[src/rtl/contrast_level_ctrl.sv]
// Front-panel contrast controller: debounced up/down/default keys set a
// target level that is applied to the datapath only on frame boundaries.
module contrast_level_ctrl #(
  parameter int DEBOUNCE_CYCLES = 500000,
  parameter int REPEAT_DELAY    = 25000000,
  parameter int REPEAT_PERIOD   = 5000000,
  parameter int DEFAULT_LEVEL   = 8,
  parameter bit RAMP_EN         = 1'b1
) (
  input  logic       clk,
  input  logic       rst,
  input  logic       btn_up,
  input  logic       btn_down,
  input  logic       btn_default,
  input  logic       frame_start,
  output logic [3:0] contrast_level,
  output logic [3:0] target_level,
  output logic       level_changing
);

  localparam int DB = (DEBOUNCE_CYCLES < 1) ? 1 : DEBOUNCE_CYCLES;
  localparam int RD = (REPEAT_DELAY < 1) ? 1 : REPEAT_DELAY;
  localparam int RP = (REPEAT_PERIOD < 1) ? 1 : REPEAT_PERIOD;
  localparam bit REP_ON = (REPEAT_PERIOD != 0);
  localparam int M1 = (DB > RD) ? DB : RD;
  localparam int MX = (M1 > RP) ? M1 : RP;
  localparam int CW = $clog2(MX + 1);

  localparam logic [CW-1:0] DB_END = CW'(DB - 1);
  localparam logic [CW-1:0] RD_END = CW'(RD - 1);
  localparam logic [CW-1:0] RP_END = CW'(RP - 1);
  localparam logic [3:0]    DEF    = 4'(DEFAULT_LEVEL);

  typedef enum logic [1:0] {
    RELEASED,
    PRESS_WAIT,
    HELD,
    RELEASE_WAIT
  } db_state_t;

  // index 0 = up, 1 = down, 2 = default
  logic [2:0]    s1;
  logic [2:0]    s2;
  db_state_t     st    [3];
  logic [CW-1:0] cnt   [3];
  logic [CW-1:0] rcnt  [3];
  logic [2:0]    first;

  logic [2:0] press;
  logic [2:0] rep;
  logic       ev_up;
  logic       ev_dn;
  logic       ev_def;
  logic [3:0] t_nx;
  logic [3:0] c_nx;

  always_comb begin
    press = '0;
    rep   = '0;
    for (int i = 0; i < 3; i++) begin
      press[i] = (st[i] == PRESS_WAIT) && s2[i]
               && (cnt[i] == DB_END);
      if (REP_ON && i != 2)
        rep[i] = (st[i] == HELD) && s2[i]
               && (rcnt[i] == (first[i] ? RD_END : RP_END));
    end
  end

  assign ev_up  = press[0] | rep[0];
  assign ev_dn  = press[1] | rep[1];
  assign ev_def = press[2];

  always_comb begin
    t_nx = target_level;
    unique case (1'b1)
      ev_def: t_nx = DEF;
      ev_up && !ev_dn: begin
        if (target_level != 4'hF)
          t_nx = target_level + 4'd1;
      end
      ev_dn && !ev_up: begin
        if (target_level != 4'h0)
          t_nx = target_level - 4'd1;
      end
      default: ;
    endcase
  end

  // Apply uses the pre-update target so a frame never sees a half-step.
  always_comb begin
    c_nx = contrast_level;
    if (frame_start && contrast_level != target_level) begin
      if (!RAMP_EN)
        c_nx = target_level;
      else if (target_level > contrast_level)
        c_nx = contrast_level + 4'd1;
      else
        c_nx = contrast_level - 4'd1;
    end
  end

  always_ff @(posedge clk) begin
    if (rst) begin
      s1    <= '0;
      s2    <= '0;
      first <= '0;
      for (int i = 0; i < 3; i++) begin
        st[i]   <= RELEASED;
        cnt[i]  <= '0;
        rcnt[i] <= '0;
      end
    end else begin
      s1 <= {btn_default, btn_down, btn_up};
      s2 <= s1;
      for (int i = 0; i < 3; i++) begin
        unique case (st[i])
          RELEASED: begin
            if (s2[i]) begin
              st[i]  <= PRESS_WAIT;
              cnt[i] <= '0;
            end
          end
          PRESS_WAIT: begin
            if (!s2[i]) begin
              st[i] <= RELEASED;
            end else if (cnt[i] == DB_END) begin
              st[i]    <= HELD;
              rcnt[i]  <= '0;
              first[i] <= 1'b1;
            end else begin
              cnt[i] <= cnt[i] + 1'b1;
            end
          end
          HELD: begin
            if (!s2[i]) begin
              st[i]  <= RELEASE_WAIT;
              cnt[i] <= '0;
            end else if (REP_ON && i != 2) begin
              if (rep[i]) begin
                rcnt[i]  <= '0;
                first[i] <= 1'b0;
              end else begin
                rcnt[i] <= rcnt[i] + 1'b1;
              end
            end
          end
          RELEASE_WAIT: begin
            if (s2[i]) begin
              st[i]    <= HELD;
              rcnt[i]  <= '0;
              first[i] <= 1'b1;
            end else if (cnt[i] == DB_END) begin
              st[i] <= RELEASED;
            end else begin
              cnt[i] <= cnt[i] + 1'b1;
            end
          end
          default: st[i] <= RELEASED;
        endcase
      end
    end
  end

  always_ff @(posedge clk) begin
    if (rst) begin
      contrast_level <= DEF;
      target_level   <= DEF;
      level_changing <= 1'b0;
    end else begin
      contrast_level <= c_nx;
      target_level   <= t_nx;
      level_changing <= (c_nx != t_nx);
    end
  end

endmodule
[config.mk]
export PLATFORM = sky130hd
export DESIGN_NAME = contrast_level_ctrl
export DESIGN_NICKNAME = d
export VERILOG_FILES = /design/src/rtl/contrast_level_ctrl.sv
export SDC_FILE = /design/constraint.sdc
export NUM_CORES = 1
export LEC_CHECK = 0
export BUFFER_PORTS_ARGS = -buffer_cell sky130_fd_sc_hd__clkbuf_2
export CAP_MARGIN = 20
export CORE_UTILIZATION = 30
export CTS_CLUSTER_DIAMETER = 50
export CTS_CLUSTER_SIZE = 25
export DETAILED_ROUTE_END_ITERATION = 16
export PLACE_DENSITY = 0.4
export SLEW_MARGIN = 20
export SYNTH_ARGS = -nofsm -noshare
export SYNTH_HDL_FRONTEND = slang
export SYNTH_SLANG_ARGS = --single-unit
export TNS_END_PERCENT = 5
[constraint.sdc]
create_clock -name clk -period 7.6 [get_ports clk]
set_input_delay 1.9 -clock clk [delete_from_list [all_inputs] [get_ports clk]]
set_output_delay 1.9 -clock clk [all_outputs]
set_load 0.05 [all_outputs]
==> reports/metrics.yaml, run 1 <==
die:
  core_mm2: 0.0269
  dieWidth_um: 167
  die_area_mm2: 0.0280
  rows: 60
  initial_core_util_pct: 30.5
  die_h_um: 167
  io_pins: 15
critical_path:
  critPathRequiredTime_ps: 7880
  r2r-start: "rcnt[1][2]$_SDFFCE_PP0P_"
  crit_top_cell: "o31ai_1"
  crit_type: "flip-flop to flip-flop"
  crit_chain: "and4_1 > and2_1 > nand3_1 > nor4b_1 > o21ai_0 > o22ai_1 > ha_1 > nand2_1 > o31ai_1 > nand2b_1 > o2111ai_2 > o31ai_1 > a31oi_1"
  cp_max_fo: 5
  path_delay_family: "compound AO/OA/AOI/OAI gates"
  ff2ff_path_depth: 13
  crit_path_max_incr_delay_ps: 430
  crit_slowest_cell: "edfxtp_1"
  crit_buf_inv: 0
  critPathLaunchType: "flip-flop"
  crit_arrival_ps: 3790
  end_kind: "flip-flop"
  r2r-end: "level_changing$_SDFF_PP0_"
  reg2reg_slack_ps: 4080
cells_and_area:
  multi_input_area_mm2: 0.00378
  seqCellArea_mm2: 0.00427
  final_cell_mix: "nor2_1, edfxtp_1, xor2_1, nand2_1, nand3_1"
  fillers: 2704
  nets: 862
  area_delta_synth_final_pct: 13.1
  drive_above_1_share_pct: 6.92
  layout_commonest_cell: "nor2_1"
  diodes: 0
hold_path:
  hold_class: "flip-flop to flip-flop"
  hold_depth: 1
  min_to: "s2[2]$_SDFF_PP0_"
  hp-start: "s1[2]$_SDFF_PP0_"
logic_synthesis:
  synth_edf_count: 131
  synth_nets: 852
  syn-mean-instance-area_um2: 9.89
  synth.yosys.seq_area_share_pct: 52.1
  synth.distinct_cells: 51
  synthArstFlopShare_pct: 0
  synth_largest_area_cell: "edfxtp_1"
  synthCells: 830
  synth-main-ff-cell: "edfxtp_1"
  ys_seq_elements: 148
  syn_area_mm2: 0.00821
  synth.area.top_cells: "edfxtp_1, xor2_1, nor2_1"
  yosysTopAreaCellShare_pct: 47.9
  yosys_warnings: 0
drt:
  via_per_inst: 4.86
  route.vias.total: 5797
  drtIter0Drc: 367
  detail_route.wl_per_cell_um: 14.0
  ant_nets: 0
  drt_wl_total_um: 16800
  drcViolationCount: 0
  firstDrtPassIters: 5
global_routing:
  grt_pass1_vias: 5635
  use_met2_pct: 19.7
  grt.overflow.total: 0
  antenna_found_initial: 0
  grt_max_degree: 26
  grt_use_met1_pct: 16.8
  use_met3_pct: 2.91
  grt_util_all_layers_pct: 12.4
  grt_busiest_layer: "met2"
  grt_pass1_wl_um: 28100
cts:
  cts_root_buf: "clkbuf_16"
  cts_buffers: 17
  ctsResizeCount: 0
  cts_buffer_depth: 2
  cts_tree: "built"
  postCtsSetupBuffers: 0
  cts.sinks: 148
  worstSkewPairLatency_ps: 430
  htreeDepth: 4
  ctsHoldBuffers: 0
  clk_pin_slew_ps: 70
place:
  place.gp.congestion: 0.784
  port_buffers: 14
  place_ws_ps: 3400
  dp_hpwl_um: 11400
run_status:
  status: "complete, no violations"
sta:
  relSlewSlack_pct: 32.6
  timing.fmax_mhz: 284
  finalSetupViolCount: 0
  final.setup.tns_ps: 0
  max_slew.worst_pin.slew_ps: 1010
  fin_crit_ps: 3520
  skew_ps: 15.4
  post-route-period-util_pct: 46.3
  setup_ws_ps: 4080
  slew_violations: 0
  rsz0062_at_grt: "no"
  hold_viol: 0
pwr:
  peakVddDrop_mv: 0.115
  p_per_area_mw_per_mm2: 282
  p_leak_nw: 3.10
job:
  drv_cap: 0
worst max path at each step:
| stage | start | to | cells after the start |
|---|---|---|---|
| after floorplan | rst | rcnt[1][0]$_SDFFCE_PP0P_ | 3 |
| after global placement | rst | rcnt[0][18]$_SDFFCE_PP0P_ | 3 |
| after detailed placement | rst | cnt[0][4]$_SDFFCE_PP0P_ | 3 |
| after CTS | rst | cnt[0][13]$_SDFFCE_PP0P_ | 3 |
| after global routing | rcnt[1][2]$_SDFFCE_PP0P_ | level_changing$_SDFF_PP0_ | 13 |
| final | rcnt[1][2]$_SDFFCE_PP0P_ | level_changing$_SDFF_PP0_ | 13 |
where the power goes:
| part | leakage, nW | total, W | internal [W] | switching (W) |
|---|---|---|---|---|
| combinational | 1.27 | 0.000450 | 0.000176 | 0.000274 |
| clock | 0.305 | 0.000907 | 0.000556 | 0.000352 |
| sequential | 1.53 | 0.00126 | 0.00109 | 0.000177 |
| total | 3.10 | 0.00262 | 0.00182 | 0.000802 |
flip-flops by register name, summed over array words and instances (netlist names):
signal / count
cnt: 75
rcnt: 50
st: 6
contrast_level: 4
target_level: 4
s1: 3
s2: 3
first: 2
level_changing: 1
cell type report:
cell class              instances  share of cell area (%)
well taps                     341                    4.60
multi-input cells             633                    40.7
clock inverters                14                    2.16
inverters                      25                    1.01
flip-flops and latches        148                    46.1
clock buffers                  18                    4.62
repair buffers                 15                   0.836
cells in the mapped netlist, types with 15 or more instances:
master and n:
a21oi_1 20, and3_1 26, ha_1 15, clkbuf_1 23
nand2_1 83, xor2_1 88, nand4_1 22, nand3_1 61
xnor2_1 34, inv_1 25, edfxtp_1 131, dfxtp_1 17
nor2_1 158, o21ai_0 21
kinds of logic (layout without fill, tap and decap cells):
logic type | Yosys count | in the layout | share of synthesized area (%)
simple gates | 426 | 426 | 24.8
compound gates | 69 | 69 | 5.31
flops | 148 | 148 | 52.1
xor+xnor | 122 | 122 | 13.0
buf+inv | 49 | 72 | 2.24
fa+ha+maj | 16 | 16 | 2.53
stage by stage:
| step | util (%) | instances | hold slack, ps | instance area, um2 | power (W) |
|---|---|---|---|---|---|
| after global routing | 34.5 | 1194 | 447 | 9280 | 0.00278 |
| after detailed placement | 32.1 | 1162 | 425 | 8630 | 0.00173 |
| after floorplan | - | 830 | 414 | 8210 | 0.00159 |
| after CTS | 34.5 | 1194 | 434 | 9260 | 0.00265 |
| after global placement | 32.1 | 1162 | 420 | 8630 | 0.00171 |
| final | 34.5 | 1194 | 433 | 9280 | 0.00262 |
routing by layer:
metal | wire length [um] | vias up | share of wire (%)
li1 | - | 2951 | -
met1 | 8470 | 2791 | 51
met2 | 7740 | 42 | 46
met3 | 388 | 13 | 2.3
met4 | 165 | 0 | 0.98
met5 | 0 | - | 0
Power figures use the tool's default switching activity.
==> inputs of run 2 (changes only) <==
==> constraint.sdc (replaced) <==
create_clock -name clk -period 3.55 [get_ports clk]
set_input_delay 0.8875 -clock clk [delete_from_list [all_inputs] [get_ports clk]]
set_output_delay 0.8875 -clock clk [all_outputs]
set_load 0.05 [all_outputs]
==> run 2 against run 1 <==
Total power increased by 120%. Worst setup slack got worse by 3800 ps. Non-clock buffer count up 12. Flip-flop and latch count unchanged. Register-to-register slack got worse by 3800 ps.
==> reports/metrics.yaml, run 2 (synthesis results as in run 1) <==
place:
  port_buffers: 14  # unchanged
  place.gp.congestion: 0.755  # -3.6%
  dp_hpwl_um: 11400  # +0.19%
sta:
  hold_viol: 0  # unchanged
  fin_crit_ps: 3270  # -249 ps
  skew_ps: 11.3  # -4.18 ps
  relSlewSlack_pct: 39.8  # +7.2 points
  final.setup.tns_ps: 0  # unchanged
  max_slew.worst_pin.slew_ps: 897  # -111 ps
  finalSetupViolCount: 0  # unchanged
  slew_violations: 0  # unchanged
  timing.fmax_mhz: 306  # +7.6%
  rsz0062_at_grt: "no"
  post-route-period-util_pct: 92.0  # +46 points
critical_path:
  crit_arrival_ps: 3560  # -230 ps
  critPathRequiredTime_ps: 3840  # -4040 ps
  cp_max_fo: 7  # +2
  end_kind: "flip-flop"
  critPathLaunchType: "flip-flop"
  crit_type: "flip-flop to flip-flop"
cts:
  postCtsSetupBuffers: 0  # unchanged
  clk_pin_slew_ps: 60  # about the same
  worstSkewPairLatency_ps: 420  # about the same
  cts_tree: "built"
  cts_root_buf: "clkbuf_16"
  cts_buffer_depth: 2  # unchanged
  cts.sinks: 148  # unchanged
  ctsResizeCount: 0  # unchanged
  ctsHoldBuffers: 0  # unchanged
  htreeDepth: 4  # unchanged
  cts_buffers: 17  # unchanged
drt:
  ant_nets: 0  # unchanged
  firstDrtPassIters: 4  # -1
  drt_wl_total_um: 16900  # +0.51%
  drtIter0Drc: 505  # +38%
  drcViolationCount: 0  # unchanged
  detail_route.wl_per_cell_um: 14.0  # -0.58%
  route.vias.total: 5882  # +1.5%
  via_per_inst: 4.87  # +0.37%
pwr:
  internal_power_w: 0.00396  # +120%
  combPwrFrac_pct: 17.4  # +0.2 points
  peakVddDrop_mv: 0.331  # +190%
  seq_power_share_pct: 47.8  # -0.4 points
  p_per_area_mw_per_mm2: 601  # +110%
  p_leak_nw: 3.16  # +1.9%
  clkPwrFrac_pct: 34.8  # +0.2 points
  switching_share_pct: 29.9  # -0.75 points
  p_switching_w: 0.00169  # +110%
  total_power_w: 0.00565  # +120%
global_routing:
  use_met3_pct: 3.07  # +0.17 points
  grt.overflow.total: 0  # unchanged
  grt_util_all_layers_pct: 12.6  # +0.19 points
  antenna_found_initial: 1  # +1
  grt_busiest_layer: "met2"
  use_met2_pct: 20.1  # +0.36 points
  grt_pass1_wl_um: 28600  # +2.0%
  grt_pass1_vias: 5734  # +1.8%
  grt_use_met1_pct: 17.0  # +0.19 points
  grt_max_degree: 26  # unchanged
job:
  drv_cap: 0  # unchanged
cells_and_area:
  final_cell_mix: "nor2_1, edfxtp_1, xor2_1, nand2_1, nand3_1"
  nets: 874  # +1.4%
  drive_above_1_share_pct: 7.98  # +1.1 points
  largest-register: "cnt"
  area_delta_synth_final_pct: 14.5
  largest_register_ffs: 75  # unchanged
  layout_commonest_cell: "nor2_1"
  reg_top3: "cnt (75), rcnt (50), st (6)"
  fillers: 2681  # -0.85%
die:
  die_area_mm2: 0.0280  # unchanged
  core_mm2: 0.0269  # unchanged
  io_pins: 15  # unchanged
  initial_core_util_pct: 30.5  # unchanged
  rows: 60  # unchanged
  dieWidth_um: 167  # unchanged
  die_h_um: 167  # unchanged
hold_path:
  hold_class: "flip-flop to flip-flop"
run_status:
  status: "complete, no violations"
[run 2: worst max-delay path, cell delays in order (launching register included)]
cell and delay (ps):
edfxtp_1 490, nor4_1 390, nand4_1 160, nor4_2 310, buf_4 170, and3_1 160
o21a_1 140, inv_1 50, ha_1 330, o21ai_2 150, nand2_1 150, and2_4 190
xnor2_1 110, o31ai_1 220, a31oi_1 100
[run 2: layer usage]
layer / vias up / wire length, um
met1: 2826 / 8550
met4: 0 / 177
met5: - / 0
met2: 55 / 7640
met3: 14 / 480
li1: 2987 / -
[run 2: stage by stage]
stage	cell area, um2	instances	hold WS, ps	util, %	setup slack, ps
floorplan	8210	830	414	-	78.1
global placement	8720	1174	419	32.4	259
detailed placement	8720	1174	427	32.4	201
CTS	9360	1206	435	34.8	169
global route	9390	1206	466	34.9	6.39
finish	9400	1207	435	35.0	283
[run 2: final cells by class]
type / instances / area, um2 / share of cell area, %
multi-input cells: 633 / 3790 / 40.4
diodes: 1 / 2.50 / 0.0266
inverters: 25 / 93.8 / 0.999
repair buffers: 27 / 168 / 1.78
clock inverters: 14 / 209 / 2.22
clock buffers: 18 / 429 / 4.57
flip-flops and latches: 148 / 4270 / 45.5
well taps: 341 / 427 / 4.54
[run 2: final timing paths]
path,from,end,slack [ps],cells after the start
worst max-delay path,rcnt[0][10]$_SDFFCE_PP0P_,level_changing$_SDFF_PP0_,280,14
worst min-delay path,s1[1]$_SDFF_PP0_,s2[1]$_SDFF_PP0_,430,1
worst max register to register,rcnt[0][10]$_SDFFCE_PP0P_,level_changing$_SDFF_PP0_,280,14
worst min register to register,s1[1]$_SDFF_PP0_,s2[1]$_SDFF_PP0_,430,1
[run 2: power by group through the flow]
| stage | registers, W | logic, W | clock network [W] |
|---|---|---|---|
| detailed placement | 0.00273 | 0.000984 | 0 |
| finish | 0.00270 | 0.000984 | 0.00197 |
| CTS | 0.00270 | 0.000993 | 0.00203 |
| floorplan | 0.00265 | 0.000765 | 0 |
| global placement | 0.00272 | 0.000972 | 0 |
| global route | 0.00276 | 0.00112 | 0.00209 |
==> inputs of run 3 (changes only) <==
--- a/config.mk
+++ b/config.mk
@@ -5,6 +5,7 @@
 export SDC_FILE = /design/constraint.sdc
 export NUM_CORES = 1
 export LEC_CHECK = 0
+export ABC_AREA = 1
 export BUFFER_PORTS_ARGS = -buffer_cell sky130_fd_sc_hd__clkbuf_2
 export CAP_MARGIN = 20
 export CORE_UTILIZATION = 30
==> run 3 against run 2 <==
Synthesized cell count is 42% higher. Flip-flop and latch count did not move. Total power increased by 2.2%. Clock power up 6%. Fmax increased by 14%. Clock skew hardly changed. Sequential power shrank 11%. Sequential share of layout area decreased by 5.9 points. Critical path type unchanged. Highest routed layer unchanged.
==> reports/metrics.yaml, run 3 <==
hold_path:
  hold_class: "flip-flop to flip-flop"
  hold_depth: 2  # +1
  hp-start: "s1[2]$_SDFF_PP0_"
  min_to: "s2[2]$_SDFF_PP0_"
cts:
  clk_pin_slew_ps: 70  # about the same
  worstSkewPairLatency_ps: 430  # about the same
  htreeDepth: 4  # unchanged
  cts.sinks: 148  # unchanged
  cts_root_buf: "clkbuf_16"
  ctsResizeCount: 0  # unchanged
  postCtsSetupBuffers: 0  # unchanged
  cts_buffer_depth: 2  # unchanged
  ctsHoldBuffers: 0  # unchanged
  cts_buffers: 17  # unchanged
  cts_tree: "built"
logic_synthesis:
  synth.area.top_cells: "edfxtp_1, nand2_1, nor2_1"
  yosys.cell_count.top_type: "nand2_1"
  synthCells: 1181  # +42%
  synthArstFlopShare_pct: 0  # unchanged
  syn_area_mm2: 0.00954  # +16%
  synth_edf_count: 131  # unchanged
  syn-mean-instance-area_um2: 8.08  # -18%
  synth-main-ff-cell: "edfxtp_1"
  synth.distinct_cells: 47  # -7.8%
  yosys_warnings: 0  # unchanged
  synth_largest_area_cell: "edfxtp_1"
  ys_top_cells_by_count: "nand2_1, nor2_1, inv_1"
  synth_nets: 1203  # +41%
  synth.yosys.seq_area_share_pct: 44.8  # -7.3 points
  ys_seq_elements: 148  # unchanged
  yosysTopAreaCellShare_pct: 41.2  # -6.7 points
pwr:
  peakVddDrop_mv: 0.328  # -0.65%
  switching_share_pct: 32.5  # +2.7 points
  clkPwrFrac_pct: 36.1  # +1.3 points
  seq_power_share_pct: 41.6  # -6.2 points
  p_per_area_mw_per_mm2: 535  # -11%
  p_switching_w: 0.00188  # +11%
  p_leak_nw: 4.11  # +30%
  internal_power_w: 0.00389  # -1.7%
  combPwrFrac_pct: 22.4  # +5.0 points
global_routing:
  grt_max_degree: 26  # unchanged
  grt.overflow.total: 0  # unchanged
  antenna_found_initial: 0  # -1
  grt_pass1_wl_um: 37900  # +32%
  grt_pass1_vias: 7545  # +32%
  grt_util_all_layers_pct: 14.3  # +1.7 points
sta:
  timing.fmax_mhz: 349  # +14%
  fin_crit_ps: 2870  # -400 ps
  slew_violations: 0  # unchanged
  setup_ws_ps: 683  # +400 ps
  skew_ps: 11.0  # -0.269 ps
  hold_slack_ps: 408  # -26.5 ps
  final.setup.tns_ps: 0  # unchanged
  max_slew.worst_pin.slew_ps: 574  # -323 ps
  post-route-period-util_pct: 80.7  # -11 points
  hold_viol: 0  # unchanged
  relSlewSlack_pct: 61.3  # +22 points
  rsz0062_at_grt: "no"
  finalSetupViolCount: 0  # unchanged
place:
  placed_cell_area_mm2: 0.0101  # +16%
  place_ws_ps: 651  # +449 ps
  dp_hpwl_um: 16500  # +44%
  port_buffers: 14  # unchanged
  place.gp.congestion: 0.824  # +9.1%
drt:
  drt_wl_total_um: 22300  # +32%
  drtIter0Drc: 428  # -15%
  drcViolationCount: 0  # unchanged
  firstDrtPassIters: 5  # +1
  route.vias.total: 7576  # +29%
  detail_route.wl_per_cell_um: 13.7  # -1.7%
  via_per_inst: 4.67  # -4.2%
  ant_nets: 0  # unchanged
die:
  die_h_um: 180  # +7.7%
  initial_core_util_pct: 30.9  # +0.34 points
  core_mm2: 0.0309  # +15%
  die_area_mm2: 0.0325  # +16%
  io_pins: 15  # unchanged
  dieWidth_um: 180  # +7.7%
  rows: 64  # +6.7%
cells_and_area:
  drive_above_1_share_pct: 11.0  # +3.0 points
  fin_util_pct: 34.9  # -0.073 points
  largest-register: "cnt"
  final_cell_mix: "nand2_1, nor2_1, inv_1, edfxtp_1, nand3_1"
  design_area_mm2: 0.0108  # +15%
  largest_register_ffs: 75  # unchanged
  area_delta_synth_final_pct: 13.0
  layout_commonest_cell: "nand2_1"
  nets: 1235  # +41%
  reg_top3: "cnt (75), rcnt (50), st (6)"
  diodes: 0  # -1
critical_path:
  crit_arrival_ps: 3180  # -380 ps
  critPathRequiredTime_ps: 3860  # +20 ps
  r2r-end: "level_changing$_SDFF_PP0_"
  ff2ff_path_depth: 20  # +6
  r2r-start: "cnt[1][0]$_SDFFCE_PP0P_"
  cp_max_fo: 5  # -2
  end_kind: "flip-flop"
  reg2reg_slack_ps: 680  # +400 ps
  critPathLaunchType: "flip-flop"
  cp-startpoint: "cnt[1][0]$_SDFFCE_PP0P_"
  crit_type: "flip-flop to flip-flop"
run_status:
  status: "complete, no violations"
job:
  drv_cap: 0  # unchanged
==> run 3: stage by stage <==
step | power, W | cells
floorplan | 0.00340 | 1181
global placement | 0.00376 | 1590
detailed placement | 0.00375 | 1590
CTS | 0.00587 | 1622
global route | 0.00616 | 1622
finish | 0.00577 | 1622
==> run 3: logic make-up after synthesis <==
| kind of cell | share of synthesized area (%) |
|---|---|
| xor gates and xnor gates | 5.87 |
| DFF | 44.8 |
| buffers and inverters | 7.76 |
| AOI/OAI and AO/OA | 4.33 |
| adders and majority gates | 2.18 |
| and+or+nand+nor | 35.1 |
==> run 3: cell type report <==
class | count | area [um2]
multi-input cells | 847 | 4530
fillers | 3255 | 20100
well taps | 396 | 495
repair buffers | 29 | 183
flip-flops and latches | 148 | 4270
inverters | 170 | 638
clock buffers | 19 | 433
clock inverters | 13 | 231
==> run 3: power groups by stage <==
| stage | Combinational (W) | Sequential, W | Clock [W] |
|---|---|---|---|
| after floorplan | 0.000938 | 0.00246 | 0 |
| after global placement | 0.00132 | 0.00244 | 0 |
| after detailed placement | 0.00131 | 0.00243 | 0 |
| after CTS | 0.00132 | 0.00240 | 0.00215 |
| after global routing | 0.00151 | 0.00244 | 0.00221 |
| final | 0.00129 | 0.00240 | 0.00208 |
==> run 3: metal layers <==
metal  GRT usage (%)  vias to the layer above  share of wire, %
li1                -                     4006                 -
met2            23.8                       61                47
met1            19.1                     3502                51
met4            3.52                        0              0.66
met3            2.49                        7               1.6
met5               0                        -                 0
==> run 3: worst max-delay path by stage <==
stage | slack, ps | endpoint
after floorplan | 730 | cnt[2][0]$_SDFFCE_PN0P_
after global placement | 650 | level_changing$_SDFF_PP0_
after detailed placement | 650 | level_changing$_SDFF_PP0_
after CTS | 620 | level_changing$_SDFF_PP0_
after global routing | 220 | level_changing$_SDFF_PP0_
final | 680 | level_changing$_SDFF_PP0_
==> run 3: worst max-delay path, stage by stage (launching register included) <==
cell and delay (ps):
edfxtp_1 370, ha_1 190, nand2_2 90, nor2_4 130
nand2_4 100, nor3_1 230, nand3_1 130, o21ai_0 330
inv_1 110, ha_1 270, a21boi_0 140, o21ai_0 80
nand2_1 70, nand2_1 70, inv_1 40, nor2_1 110
nand2_1 60, nand2_1 60, nand2_1 50, nor2_1 100
nor2_1 40
